`config.mk`:
```
export PLATFORM = sky130hd
export DESIGN_NAME = ex_stage
export DESIGN_NICKNAME = d
export VERILOG_FILES = /design/src/rtl/pipe_defs.sv /design/src/rtl/div_iter.sv /design/src/rtl/ex_stage.sv
export SDC_FILE = /design/constraint.sdc
export NUM_CORES = 2
export LEC_CHECK = 0
export BUFFER_PORTS_ARGS = -buffer_cell sky130_fd_sc_hd__buf_2
export CAP_MARGIN = 20
export CORE_MARGIN = 3
export CORE_UTILIZATION = 48
export DETAILED_ROUTE_END_ITERATION = 8
export HOLD_SLACK_MARGIN = 0.1
export PLACE_DENSITY_LB_ADDON = 0.25
export REMOVE_ABC_BUFFERS = 1
export SYNTH_ARGS = -nofsm -noshare
export SYNTH_HDL_FRONTEND = slang
export SYNTH_SLANG_ARGS = --single-unit
```
`constraint.sdc`:
```
create_clock -name clk -period 9.5 [get_ports clk]
set_clock_uncertainty 0.1 [all_clocks]
set_input_delay 0 -clock clk [delete_from_list [all_inputs] [get_ports clk]]
set_output_delay 0 -clock clk [all_outputs]
set_load 0.03 [all_outputs]
```
`src/rtl/pipe_defs.sv`:
```
// rtl/pipe_defs.sv - shared pipeline bundle layout, ALU op indices and divider states
package pipe_defs;

  localparam int ID_EX_W   = 196;
  localparam int EX_MEM_W  = 111;
  localparam int DIV_STEPS = 32;

  // ID->EX bundle: bit position (LSB for multi-bit fields)
  localparam int IE_VALID   = 195;
  localparam int IE_PC      = 163;
  localparam int IE_INST    = 131;
  localparam int IE_SRC1    = 99;
  localparam int IE_SRC2    = 67;
  localparam int IE_ALU_OP  = 55;
  localparam int IE_LD      = 50;
  localparam int IE_ST_B    = 49;
  localparam int IE_ST_H    = 48;
  localparam int IE_ST_W    = 47;
  localparam int IE_MEM_WE  = 46;
  localparam int IE_RES_MEM = 45;
  localparam int IE_GR_WE   = 44;
  localparam int IE_RKD     = 12;
  localparam int IE_DEST    = 7;
  localparam int IE_MUL     = 6;
  localparam int IE_MULH    = 5;
  localparam int IE_MULHU   = 4;
  localparam int IE_DIV     = 3;
  localparam int IE_MOD     = 2;
  localparam int IE_DIVU    = 1;
  localparam int IE_MODU    = 0;

  localparam int ALU_ADD   = 0;
  localparam int ALU_SUB   = 1;
  localparam int ALU_SLT   = 2;
  localparam int ALU_SLTU  = 3;
  localparam int ALU_AND   = 4;
  localparam int ALU_NOR   = 5;
  localparam int ALU_OR    = 6;
  localparam int ALU_XOR   = 7;
  localparam int ALU_SLL   = 8;
  localparam int ALU_SRL   = 9;
  localparam int ALU_SRA   = 10;
  localparam int ALU_LU12I = 11;

  typedef enum logic [1:0] {
    DIV_IDLE = 2'd0,
    DIV_BUSY = 2'd1,
    DIV_DONE = 2'd2
  } div_state_t;

endpackage

```
`src/rtl/div_iter.sv`:
```
// rtl/div_iter.sv - unsigned radix-2 restoring divider, one quotient bit per cycle
module div_iter
  import pipe_defs::*;
(
  input  logic        clk,
  input  logic        rst,
  input  logic        start,
  input  logic        ack,
  input  logic [31:0] dividend,
  input  logic [31:0] divisor,
  output logic        idle,
  output logic        done,
  output logic [31:0] quot,
  output logic [31:0] rem
);

  div_state_t  state;
  logic [4:0]  cnt;
  logic [31:0] q, r, d;
  logic [32:0] shifted;
  logic [33:0] trial;

  // Partial remainder can reach 33 bits after the shift, so the trial is 34 bits wide.
  assign shifted = {r, q[31]};
  assign trial   = {1'b0, shifted} - {2'b00, d};

  always_ff @(posedge clk) begin
    if (rst) begin
      state <= DIV_IDLE;
      cnt   <= 5'd0;
      q     <= 32'd0;
      r     <= 32'd0;
      d     <= 32'd0;
    end else begin
      case (state)
        DIV_IDLE: begin
          if (start) begin
            state <= DIV_BUSY;
            cnt   <= 5'd0;
            q     <= dividend;
            r     <= 32'd0;
            d     <= divisor;
          end
        end
        DIV_BUSY: begin
          if (trial[33]) begin
            r <= shifted[31:0];
            q <= {q[30:0], 1'b0};
          end else begin
            r <= trial[31:0];
            q <= {q[30:0], 1'b1};
          end
          cnt <= cnt + 5'd1;
          if (cnt == 5'(DIV_STEPS - 1)) state <= DIV_DONE;
        end
        DIV_DONE: begin
          if (ack) state <= DIV_IDLE;
        end
        default: state <= DIV_IDLE;
      endcase
    end
  end

  assign idle = (state == DIV_IDLE);
  assign done = (state == DIV_DONE);
  assign quot = q;
  assign rem  = r;

endmodule

```
`src/rtl/ex_stage.sv`:
```
// rtl/ex_stage.sv - LoongArch execute stage: ALU, multiply, iterative divide, data-SRAM request
module ex_stage
  import pipe_defs::*;
(
  input  logic                clk,
  input  logic                rst,
  input  logic [ID_EX_W-1:0]  ID_to_EX_bus,
  input  logic                MEM_allowin,
  output logic                EX_allowin,
  output logic                front_from_EX_valid,
  output logic [4:0]          front_from_EX_addr,
  output logic [31:0]         front_from_EX_data,
  output logic                data_sram_en,
  output logic [3:0]          data_sram_we,
  output logic [31:0]         data_sram_addr,
  output logic [31:0]         data_sram_wdata,
  output logic [EX_MEM_W-1:0] EX_to_MEM_reg
);

  logic        valid;
  logic [31:0] pc, inst, src1, src2, rkd;
  logic [11:0] alu_op;
  logic [4:0]  ld_flags, dest, shamt;
  logic        st_b, st_h, st_w, mem_we, res_from_mem, gr_we;
  logic        op_mul, op_mulh, op_mulhu, op_div, op_mod, op_divu, op_modu;

  assign valid        = ID_to_EX_bus[IE_VALID];
  assign pc           = ID_to_EX_bus[IE_PC +: 32];
  assign inst         = ID_to_EX_bus[IE_INST +: 32];
  assign src1         = ID_to_EX_bus[IE_SRC1 +: 32];
  assign src2         = ID_to_EX_bus[IE_SRC2 +: 32];
  assign alu_op       = ID_to_EX_bus[IE_ALU_OP +: 12];
  assign ld_flags     = ID_to_EX_bus[IE_LD +: 5];
  assign st_b         = ID_to_EX_bus[IE_ST_B];
  assign st_h         = ID_to_EX_bus[IE_ST_H];
  assign st_w         = ID_to_EX_bus[IE_ST_W];
  assign mem_we       = ID_to_EX_bus[IE_MEM_WE];
  assign res_from_mem = ID_to_EX_bus[IE_RES_MEM];
  assign gr_we        = ID_to_EX_bus[IE_GR_WE];
  assign rkd          = ID_to_EX_bus[IE_RKD +: 32];
  assign dest         = ID_to_EX_bus[IE_DEST +: 5];
  assign op_mul       = ID_to_EX_bus[IE_MUL];
  assign op_mulh      = ID_to_EX_bus[IE_MULH];
  assign op_mulhu     = ID_to_EX_bus[IE_MULHU];
  assign op_div       = ID_to_EX_bus[IE_DIV];
  assign op_mod       = ID_to_EX_bus[IE_MOD];
  assign op_divu      = ID_to_EX_bus[IE_DIVU];
  assign op_modu      = ID_to_EX_bus[IE_MODU];
  assign shamt        = src2[4:0];

  logic [31:0] add_res, sub_res, sra_res, alu_res;
  assign add_res = src1 + src2;
  assign sub_res = src1 - src2;
  assign sra_res = $unsigned($signed(src1) >>> shamt);

  assign alu_res = ({32{alu_op[ALU_ADD]}}   & add_res)
                 | ({32{alu_op[ALU_SUB]}}   & sub_res)
                 | ({32{alu_op[ALU_SLT]}}   & {31'd0, $signed(src1) < $signed(src2)})
                 | ({32{alu_op[ALU_SLTU]}}  & {31'd0, src1 < src2})
                 | ({32{alu_op[ALU_AND]}}   & (src1 & src2))
                 | ({32{alu_op[ALU_NOR]}}   & ~(src1 | src2))
                 | ({32{alu_op[ALU_OR]}}    & (src1 | src2))
                 | ({32{alu_op[ALU_XOR]}}   & (src1 ^ src2))
                 | ({32{alu_op[ALU_SLL]}}   & (src1 << shamt))
                 | ({32{alu_op[ALU_SRL]}}   & (src1 >> shamt))
                 | ({32{alu_op[ALU_SRA]}}   & sra_res)
                 | ({32{alu_op[ALU_LU12I]}} & src2);

  // Sign-extending only for mulh keeps one 64-bit product valid for all three mul flavours.
  logic [63:0] mul_a, mul_b, mul_prod;
  logic [31:0] mul_res;
  logic        is_mul;
  assign mul_a    = {{32{op_mulh & src1[31]}}, src1};
  assign mul_b    = {{32{op_mulh & src2[31]}}, src2};
  assign mul_prod = mul_a * mul_b;
  assign is_mul   = op_mul | op_mulh | op_mulhu;
  assign mul_res  = (op_mulh | op_mulhu) ? mul_prod[63:32] : mul_prod[31:0];

  logic        is_div_op, is_div, signed_div, s1, s2;
  logic        div_idle, div_done, q_neg, r_neg;
  logic [31:0] abs1, abs2, div_quot, div_rem, quot_fix, rem_fix, div_res;
  assign is_div_op  = op_div | op_mod | op_divu | op_modu;
  assign is_div     = valid & is_div_op;
  assign signed_div = op_div | op_mod;
  assign s1         = signed_div & src1[31];
  assign s2         = signed_div & src2[31];
  assign abs1       = s1 ? (32'd0 - src1) : src1;
  assign abs2       = s2 ? (32'd0 - src2) : src2;

  div_iter u_div (
    .clk      (clk),
    .rst      (rst),
    .start    (is_div),
    .ack      (MEM_allowin),
    .dividend (abs1),
    .divisor  (abs2),
    .idle     (div_idle),
    .done     (div_done),
    .quot     (div_quot),
    .rem      (div_rem)
  );

  // Divide-by-zero keeps the all-ones quotient, so its sign flip is suppressed.
  always_ff @(posedge clk) begin
    if (rst) begin
      q_neg <= 1'b0;
      r_neg <= 1'b0;
    end else if (is_div & div_idle) begin
      q_neg <= (s1 ^ s2) & (|src2);
      r_neg <= s1;
    end
  end

  assign quot_fix = q_neg ? (32'd0 - div_quot) : div_quot;
  assign rem_fix  = r_neg ? (32'd0 - div_rem) : div_rem;
  assign div_res  = (op_div | op_divu) ? quot_fix : rem_fix;

  logic        readygo;
  logic [31:0] ex_result;
  assign readygo   = ~is_div | div_done;
  assign ex_result = is_div_op ? div_res : is_mul ? mul_res : alu_res;

  assign EX_allowin          = ~valid | (readygo & MEM_allowin);
  assign front_from_EX_valid = valid & gr_we & ~res_from_mem & (|dest);
  assign front_from_EX_addr  = dest;
  assign front_from_EX_data  = ex_result;

  assign data_sram_en   = valid & (mem_we | res_from_mem) & readygo & MEM_allowin;
  assign data_sram_addr = add_res;

  always_comb begin
    data_sram_we    = 4'b0000;
    data_sram_wdata = rkd;
    if (st_w) begin
      data_sram_we = 4'b1111;
    end else if (st_h) begin
      data_sram_we    = 4'b0011 << {add_res[1], 1'b0};
      data_sram_wdata = {2{rkd[15:0]}};
    end else if (st_b) begin
      data_sram_we    = 4'b0001 << add_res[1:0];
      data_sram_wdata = {4{rkd[7:0]}};
    end
  end

  always_ff @(posedge clk) begin
    if (rst) begin
      EX_to_MEM_reg <= '0;
    end else if (MEM_allowin) begin
      EX_to_MEM_reg <= readygo ? {valid, pc, inst, ex_result, ld_flags, res_from_mem,
                                  gr_we, dest, add_res[1:0]} : '0;
    end
  end

endmodule

```
Yosys cells after proc, flatten, opt, wreduce, memory -nomap -nowiden
Cells that the tools add are included.
- $add $sub $neg: 8
- $mul: 1
- magnitude comparators: 2
- eq/ne operators: 6
- shifts and indexed selects: 5
- multiplexer cells: 27
- bitwise gates (word level): 55
- reductions and logical operators: 7
- operators with widths (kind ; count):
    $mux W32 ; 14
    $or A32 B32 Y32 ; 12
    $and A32 B32 Y32 ; 11
    $pmux W32 S2 ; 2
    $sub A1 B32 Y32 const A ; 4
    $mux W111 ; 1
    $and A32 B1 Y32 ; 2
    $lt A32 B32 Y1 ; 2
    $mul A33 B33 Y64 ; 1
    $sub A33 B32 Y34 ; 1
    $add A32 B32 Y32 ; 1
    $not A32 Y32 ; 1
    $reduce_or A32 Y1 ; 1
    $shl A32 B5 Y32 ; 1
    $shr A32 B5 Y32 ; 1
    $sshr A32 B5 Y32 ; 1
    $sub A32 B32 Y32 ; 1
    $xor A32 B32 Y32 ; 1
    $and A1 B1 Y1 ; 14
    $mux W4 ; 3
    $or A1 B1 Y1 ; 10
    $pmux W5 S2 ; 1
    $mux W2 ; 3
    $pmux W2 S3 ; 1
    other kinds (17) ; 21
- bits in registers: 216
- input port bits: 199
- output and inout port bits: 219

Logic depth before layout (Yosys ltp)
- depth after elaboration: 16
- mapped depth: 36
- mapped depth without buffers: 29

By module
From an unflattened synthesis, not the netlist that was laid out.
- cells, all modules: 7390
- area, all modules: 60909.7 um^2
- modules (own cells, without submodules) (module ; times used ; cells an instance ; area an instance (um^2) ; seq. area each (um^2)):
    ex_stage ; 1 ; 6645 ; 55139.1 ; 2262.2
    div_iter ; 1 ; 745 ; 5770.5 ; 2062.0

Least setup slack after synthesis
OpenSTA, ideal clock, no wires.
- path kind: input port to flip-flop
- from: input port ID_to_EX_bus[70]
- to: register EX_to_MEM_reg[45]
- setup time: 61 ps
- arrival: 8809 ps
- required time: 9339 ps
- setup slack: 530 ps
- stages on the path: 30
- path buffers: 7
- cell sequence: clkbuf_1 -> clkbuf_1 -> buf_1 -> clkbuf_1 -> buf_1 -> buf_1 -> nand2_1 -> fa_1 -> fa_1 -> inv_1 -> fa_1 -> fa_1 -> fa_1 -> fa_1 -> fa_1 -> inv_1 -> fa_1 -> inv_1 -> ha_1 -> buf_2 -> a21oi_2 -> o21ai_1 -> a31o_2 -> a311o_1 -> nor3_2 -> a31oi_1 -> a221oi_1 -> xnor2_1 -> a311oi_2 -> a22o_1
- word-level cells in the longest chain between the ends: 16
- ends and longest elaborated chain (element ; RTL line ; RTL):
    start: declaration ; ex_stage.sv:7 ; input logic [ID_EX_W-1:0] ID_to_EX_bus,
    $add A32 B32 Y32 / $sub A32 B32 Y32 (equally long branches) ; ex_stage.sv:52, ex_stage.sv:53 ;
    $and A32 B32 Y32 (on tied branches) ; ex_stage.sv:56, ex_stage.sv:57 ;
    $or A32 B32 Y32 ; ex_stage.sv:57 ; | ({32{alu_op[ALU_SUB]}} & sub_res)
    $or A32 B32 Y32 ; ex_stage.sv:58 ; | ({32{alu_op[ALU_SLT]}} & {31'd0, $signed(src1) < $signed(src2)})
    $or A32 B32 Y32 ; ex_stage.sv:59 ; | ({32{alu_op[ALU_SLTU]}} & {31'd0, src1 < src2})
    $or A32 B32 Y32 ; ex_stage.sv:60 ; | ({32{alu_op[ALU_AND]}} & (src1 & src2))
    $or A32 B32 Y32 ; ex_stage.sv:61 ; | ({32{alu_op[ALU_NOR]}} & ~(src1 | src2))
    $or A32 B32 Y32 ; ex_stage.sv:62 ; | ({32{alu_op[ALU_OR]}} & (src1 | src2))
    $or A32 B32 Y32 ; ex_stage.sv:63 ; | ({32{alu_op[ALU_XOR]}} & (src1 ^ src2))
    $or A32 B32 Y32 ; ex_stage.sv:64 ; | ({32{alu_op[ALU_SLL]}} & (src1 << shamt))
    $or A32 B32 Y32 ; ex_stage.sv:65 ; | ({32{alu_op[ALU_SRL]}} & (src1 >> shamt))
    $or A32 B32 Y32 ; ex_stage.sv:66 ; | ({32{alu_op[ALU_SRA]}} & sra_res)
    $or A32 B32 Y32 ; ex_stage.sv:67 ; | ({32{alu_op[ALU_LU12I]}} & src2);
    $mux W32 (*) (2 in series) ; ex_stage.sv:121 ; assign ex_result = is_div_op ? div_res : is_mul ? mul_res : alu_res;
    net front_from_EX_data[31] ; ex_stage.sv:12 ; output logic [31:0] front_from_EX_data,
    $mux W111 (*) ; ex_stage.sv:149 ; EX_to_MEM_reg <= readygo ? {valid, pc, inst, ex_result, ld_flags, res_from_mem,
    end signal: assignment ; ex_stage.sv:149 ;
    end: declaration ; ex_stage.sv:17 ; output logic [EX_MEM_W-1:0] EX_to_MEM_reg
Mark *: on every way through the listed nets, which the timed path passes. The rest lies on a longest branch.
A chain may end at the register's enable or synchronous reset.

Worst setup path after layout
- from: input port ID_to_EX_bus[122]
- to: output port front_from_EX_data[17]
- word-level cells in the longest chain between the ends: 8
- ends and longest elaborated chain (element ; RTL line):
    branches (longest 6 deep; another with $mul A33 B33 Y64) ; --
    $mux W32 (*) (2 in series) ; ex_stage.sv:121
    end: declaration ; ex_stage.sv:12
Mark *: on every way between the ends.

==> impl_metrics.sql <==
INSERT INTO impl_metrics (metric_group, metric, value, unit) VALUES
('clock_network', 'clock-sinks', '216', ''),
('grt', 'globalRouteTotalUtil', '42.2', '%'),
('floorplanning', 'fp.dieArea', '129000', 'um2'),
('critical_path', 'worst-endpoint-arrival', '9150', 'ps'),
('timing', 'rsz0062_at_grt', 'no', ''),
('status', 'run_status', 'finished clean', ''),
('timing', 'final-max-slew-violation-count', '0', ''),
('logic_synthesis', 'synth.avg_cell_area', '8.31', 'um2'),
('logic_synthesis', 'synthCells', '7202', ''),
('critical_path', 'crit_type', 'input pin to primary output', ''),
('detailed_routing', 'ant_nets', '0', ''),
('timing', 'max_freq', '108', 'MHz'),
('clock_network', 'clk_transition_reported_paths', '60', 'ps'),
('clock_network', 'clk-insertion-delay-late', '550', 'ps'),
('timing', 'count_of_endpoints_failing_hold_in_the_final_timing_report', '0', ''),
('clock_network', 'tritoncts', 'built', ''),
('logic_synthesis', 'synthDominantCellAreaShare', '37.7', '%'),
('floorplanning', 'placeableCoreArea', '123000', 'um2'),
('place', 'placed_cells_incl_taps', '9013', ''),
('timing', 'fin_crit_sh', '97.4', '%'),
('detailed_routing', 'dr.first_iter.drc_count', '7035', ''),
('logic_synthesis', 'synth.ff_latch_count', '216', ''),
('detailed_routing', 'vias', '56700', ''),
('grt', 'grt_start_max_net_pins', '97', ''),
('run', 'cap_viol_max_count', '0', ''),
('detailed_routing', 'drt-vias-per-instance', '6.17', ''),
('detailed_routing', 'drt_drc_violations_left', '0', ''),
('timing', 'setup_viol_count_final', '0', ''),
('cells_and_area', 'finish.net_count', '9214', ''),
('detailed_routing', 'total_iterations_of_the_first_detailed_routing_run', '7', ''),
('floorplanning', 'rows', '128', ''),
('grt', 'first_global_vias', '57800', ''),
('clock_network', 'clock_path_buffers', '3', ''),
('detailed_routing', 'routed_wl', '275', 'mm'),
('critical_path', 'worst_ep_required_time', '9400', 'ps'),
('place', 'gp_congestion', '1.05', ''),
('critical_path', 'worstPathMaxFanout', '31', ''),
('grt', 'grt_remaining_overflow', '0', ''),
('cells_and_area', 'final_layout_size_suffix_gt1_share', '11.6', '%'),
('clock_network', 'cts.repair_timing.setup_buffer_count', '0', ''),
('critical_path', 'cp-end-kind', 'primary output', ''),
('clock_network', 'cts_buffers', '23', ''),
('logic_synthesis', 'synthArstFlopShare', '0', '%'),
('floorplanning', 'dieHeight', '359', 'um'),
('critical_path', 'setup.worst_path.start_class', 'input pin', ''),
('place', 'io_buffers', '417', ''),
('place', 'place_hpwl', '222', 'mm'),
('clock_network', 'clock_tree.root_cell', 'sky130_fd_sc_hd__clkbuf_16', ''),
('floorplanning', 'floorplan.initialDensity', '48.7', '%'),
('timing', 'final.min_clock_period', '9250', 'ps'),
('logic_synthesis', 'synthFlopType', 'sky130_fd_sc_hd__dfxtp_1', ''),
('timing', 'worst-slew-pin-transition', '1210', 'ps'),
('logic_synthesis', 'yosysMostFrequentCell', 'sky130_fd_sc_hd__inv_1', ''),
('logic_synthesis', 'synth.cell_area', '59900', 'um2'),
('floorplanning', 'floorplan.die.width', '359', 'um'),
('timing', 'final.setup.tns', '0', 'ps'),
('logic_synthesis', 'synth.largest_area_cell', 'sky130_fd_sc_hd__fa_1', ''),
('worst_hold_path', 'min-delay-path-class', 'input pin to flop', ''),
('logic_synthesis', 'post_synth_num_cell_types', '94', ''),
('cells_and_area', 'layout.cells.non_filler', '9191', ''),
('logic_synthesis', 'synth_commonest_cells', 'sky130_fd_sc_hd__inv_1, sky130_fd_sc_hd__fa_1, sky130_fd_sc_hd__nand2_1', ''),
('timing', 'timing.max_slew.rel_slack', '19.3', '%'),
('logic_synthesis', 'number_of_enable_flip_flop_cells_after_synthesis', '0', ''),
('floorplanning', 'top_level_ports', '418', ''),
('detailed_routing', 'drt-wirelength-per-cell', '29.9', 'um'),
('cells_and_area', 'largest_register_ffs', '111', ''),
('cells_and_area', 'area_growth_syn_to_layout', '10.6', '%'),
('grt', 'antenna_found_initial', '16', ''),
('grt', 'first_pass_grt_wire_length', '400', 'mm'),
('clock_network', 'cts_htree_levels', '1', ''),
('logic_synthesis', 'sequential_to_total_area_share_from_yosys_stat', '7.22', '%'),
('logic_synthesis', 'synthesis.yosys.warnings', '0', ''),
('logic_synthesis', 'synthTopCellsByArea', 'sky130_fd_sc_hd__fa_1, sky130_fd_sc_hd__inv_1, sky130_fd_sc_hd__ha_1', '');
-- metrics by stage --
stage	worst slack (ps)	instance area, um2	util [%]	hold slack, ps
finish	247	66200	53.9	122
global route	46.4	66200	53.9	143
CTS	164	66200	53.9	101
detailed placement	196	64100	52.2	141
global placement	197	64100	52.2	131
floorplan	566	57900	-	-100
-- worst max-delay path, cell delays in order --
cell	delay, ps
sky130_fd_sc_hd__dlygate4sd3_1	520
sky130_fd_sc_hd__buf_2	360
sky130_fd_sc_hd__buf_12	290
sky130_fd_sc_hd__nand2_1	120
sky130_fd_sc_hd__fa_1	520
sky130_fd_sc_hd__fa_1	540
sky130_fd_sc_hd__inv_1	80
sky130_fd_sc_hd__fa_1	570
sky130_fd_sc_hd__fa_1	450
sky130_fd_sc_hd__fa_1	480
sky130_fd_sc_hd__fa_1	430
sky130_fd_sc_hd__fa_1	510
sky130_fd_sc_hd__inv_1	50
sky130_fd_sc_hd__fa_1	470
sky130_fd_sc_hd__inv_1	120
sky130_fd_sc_hd__ha_1	440
sky130_fd_sc_hd__a21oi_2	270
sky130_fd_sc_hd__o21ai_0	240
sky130_fd_sc_hd__a221oi_2	450
sky130_fd_sc_hd__o211ai_1	140
sky130_fd_sc_hd__a41o_1	300
sky130_fd_sc_hd__a31o_2	300
sky130_fd_sc_hd__a21oi_1	190
sky130_fd_sc_hd__xor2_1	150
sky130_fd_sc_hd__a221oi_1	570
sky130_fd_sc_hd__buf_4	240
sky130_fd_sc_hd__or2_2	100
sky130_fd_sc_hd__buf_2	190
-- kinds of logic after synthesis --
kind of cell / synth area share [%]
AO/OA/AOI/OAI: 13.8
XOR/XNOR: 3.69
adder cells (fa/ha/maj): 45.0
buffers and inverters: 11.2
flip-flops: 7.22
multiplexers: 4.28
AND/OR/NAND/NOR: 14.9
-- area by class of cell --
class                      instances  area [um2]
tap                             1625        2030
multi-input combinational       5231       48900
timing repair buffer             801        5360
clock buffer                      30         622
clock inverter                    11         176
fill                           11600       56600
sequential                       216        4320
antenna                           10        25.0
inverter                        1267        4760
-- worst paths after layout --
path                                         from                     end  slack [ps]  depth (start not counted)
worst max-delay path            ID_to_EX_bus[122]  front_from_EX_data[17]         250                         28
worst min-delay path              ID_to_EX_bus[0]       EX_to_MEM_reg[39]         120                          6
worst max register to register       u_div.rem[0]           u_div.rem[12]        5500                         12
worst min register to register  EX_to_MEM_reg[14]       EX_to_MEM_reg[14]         350                          2
-- routing by layer --
layer | share of wire (%) | global-route usage, % | vias up
met5 | 0.0098 | 0 | -
met4 | 8.2 | 27.4 | 4
met3 | 11 | 9.75 | 808
met2 | 43 | 63.7 | 3778
met1 | 38 | 54.6 | 28400
li1 | - | - | 23700
-- repair_timing --
action,CTS,global route
resized for setup,0,6
setup endpoints to repair,0,6
hold buffers,125,0
hold endpoints to repair,149,0
-- cells in the final DEF (no fill, tap or decap), types with 30 or more instances in the layout --
cell	Yosys	final
sky130_fd_sc_hd__dfxtp_1	216	216
sky130_fd_sc_hd__a221oi_1	40	38
sky130_fd_sc_hd__nand2_1	973	973
sky130_fd_sc_hd__ha_1	347	347
sky130_fd_sc_hd__and3_1	38	38
sky130_fd_sc_hd__nand3_1	86	86
sky130_fd_sc_hd__buf_4	19	255
sky130_fd_sc_hd__a31oi_1	41	41
sky130_fd_sc_hd__dlygate4sd3_1	0	125
sky130_fd_sc_hd__nor2_1	713	706
sky130_fd_sc_hd__o21ai_0	208	207
sky130_fd_sc_hd__mux2_2	36	36
sky130_fd_sc_hd__a211oi_1	55	55
sky130_fd_sc_hd__mux4_2	54	54
sky130_fd_sc_hd__xnor2_1	168	168
sky130_fd_sc_hd__o22ai_1	33	33
sky130_fd_sc_hd__o31ai_1	38	38
sky130_fd_sc_hd__nand4_1	31	31
sky130_fd_sc_hd__xor2_1	84	84
sky130_fd_sc_hd__nor2b_1	34	33
sky130_fd_sc_hd__a22o_1	30	30
sky130_fd_sc_hd__a21o_1	54	54
sky130_fd_sc_hd__mux2i_1	94	94
sky130_fd_sc_hd__fa_1	1128	1128
sky130_fd_sc_hd__nor3_1	69	66
sky130_fd_sc_hd__a22oi_1	133	133
sky130_fd_sc_hd__a21oi_1	276	276
sky130_fd_sc_hd__buf_2	26	413
sky130_fd_sc_hd__inv_1	1240	1237
sky130_fd_sc_hd__nand2b_1	39	39
Power is left out: the tool's default activity adds up to more than one toggle a clock period on the data nets, which glitch-free logic cannot reach.
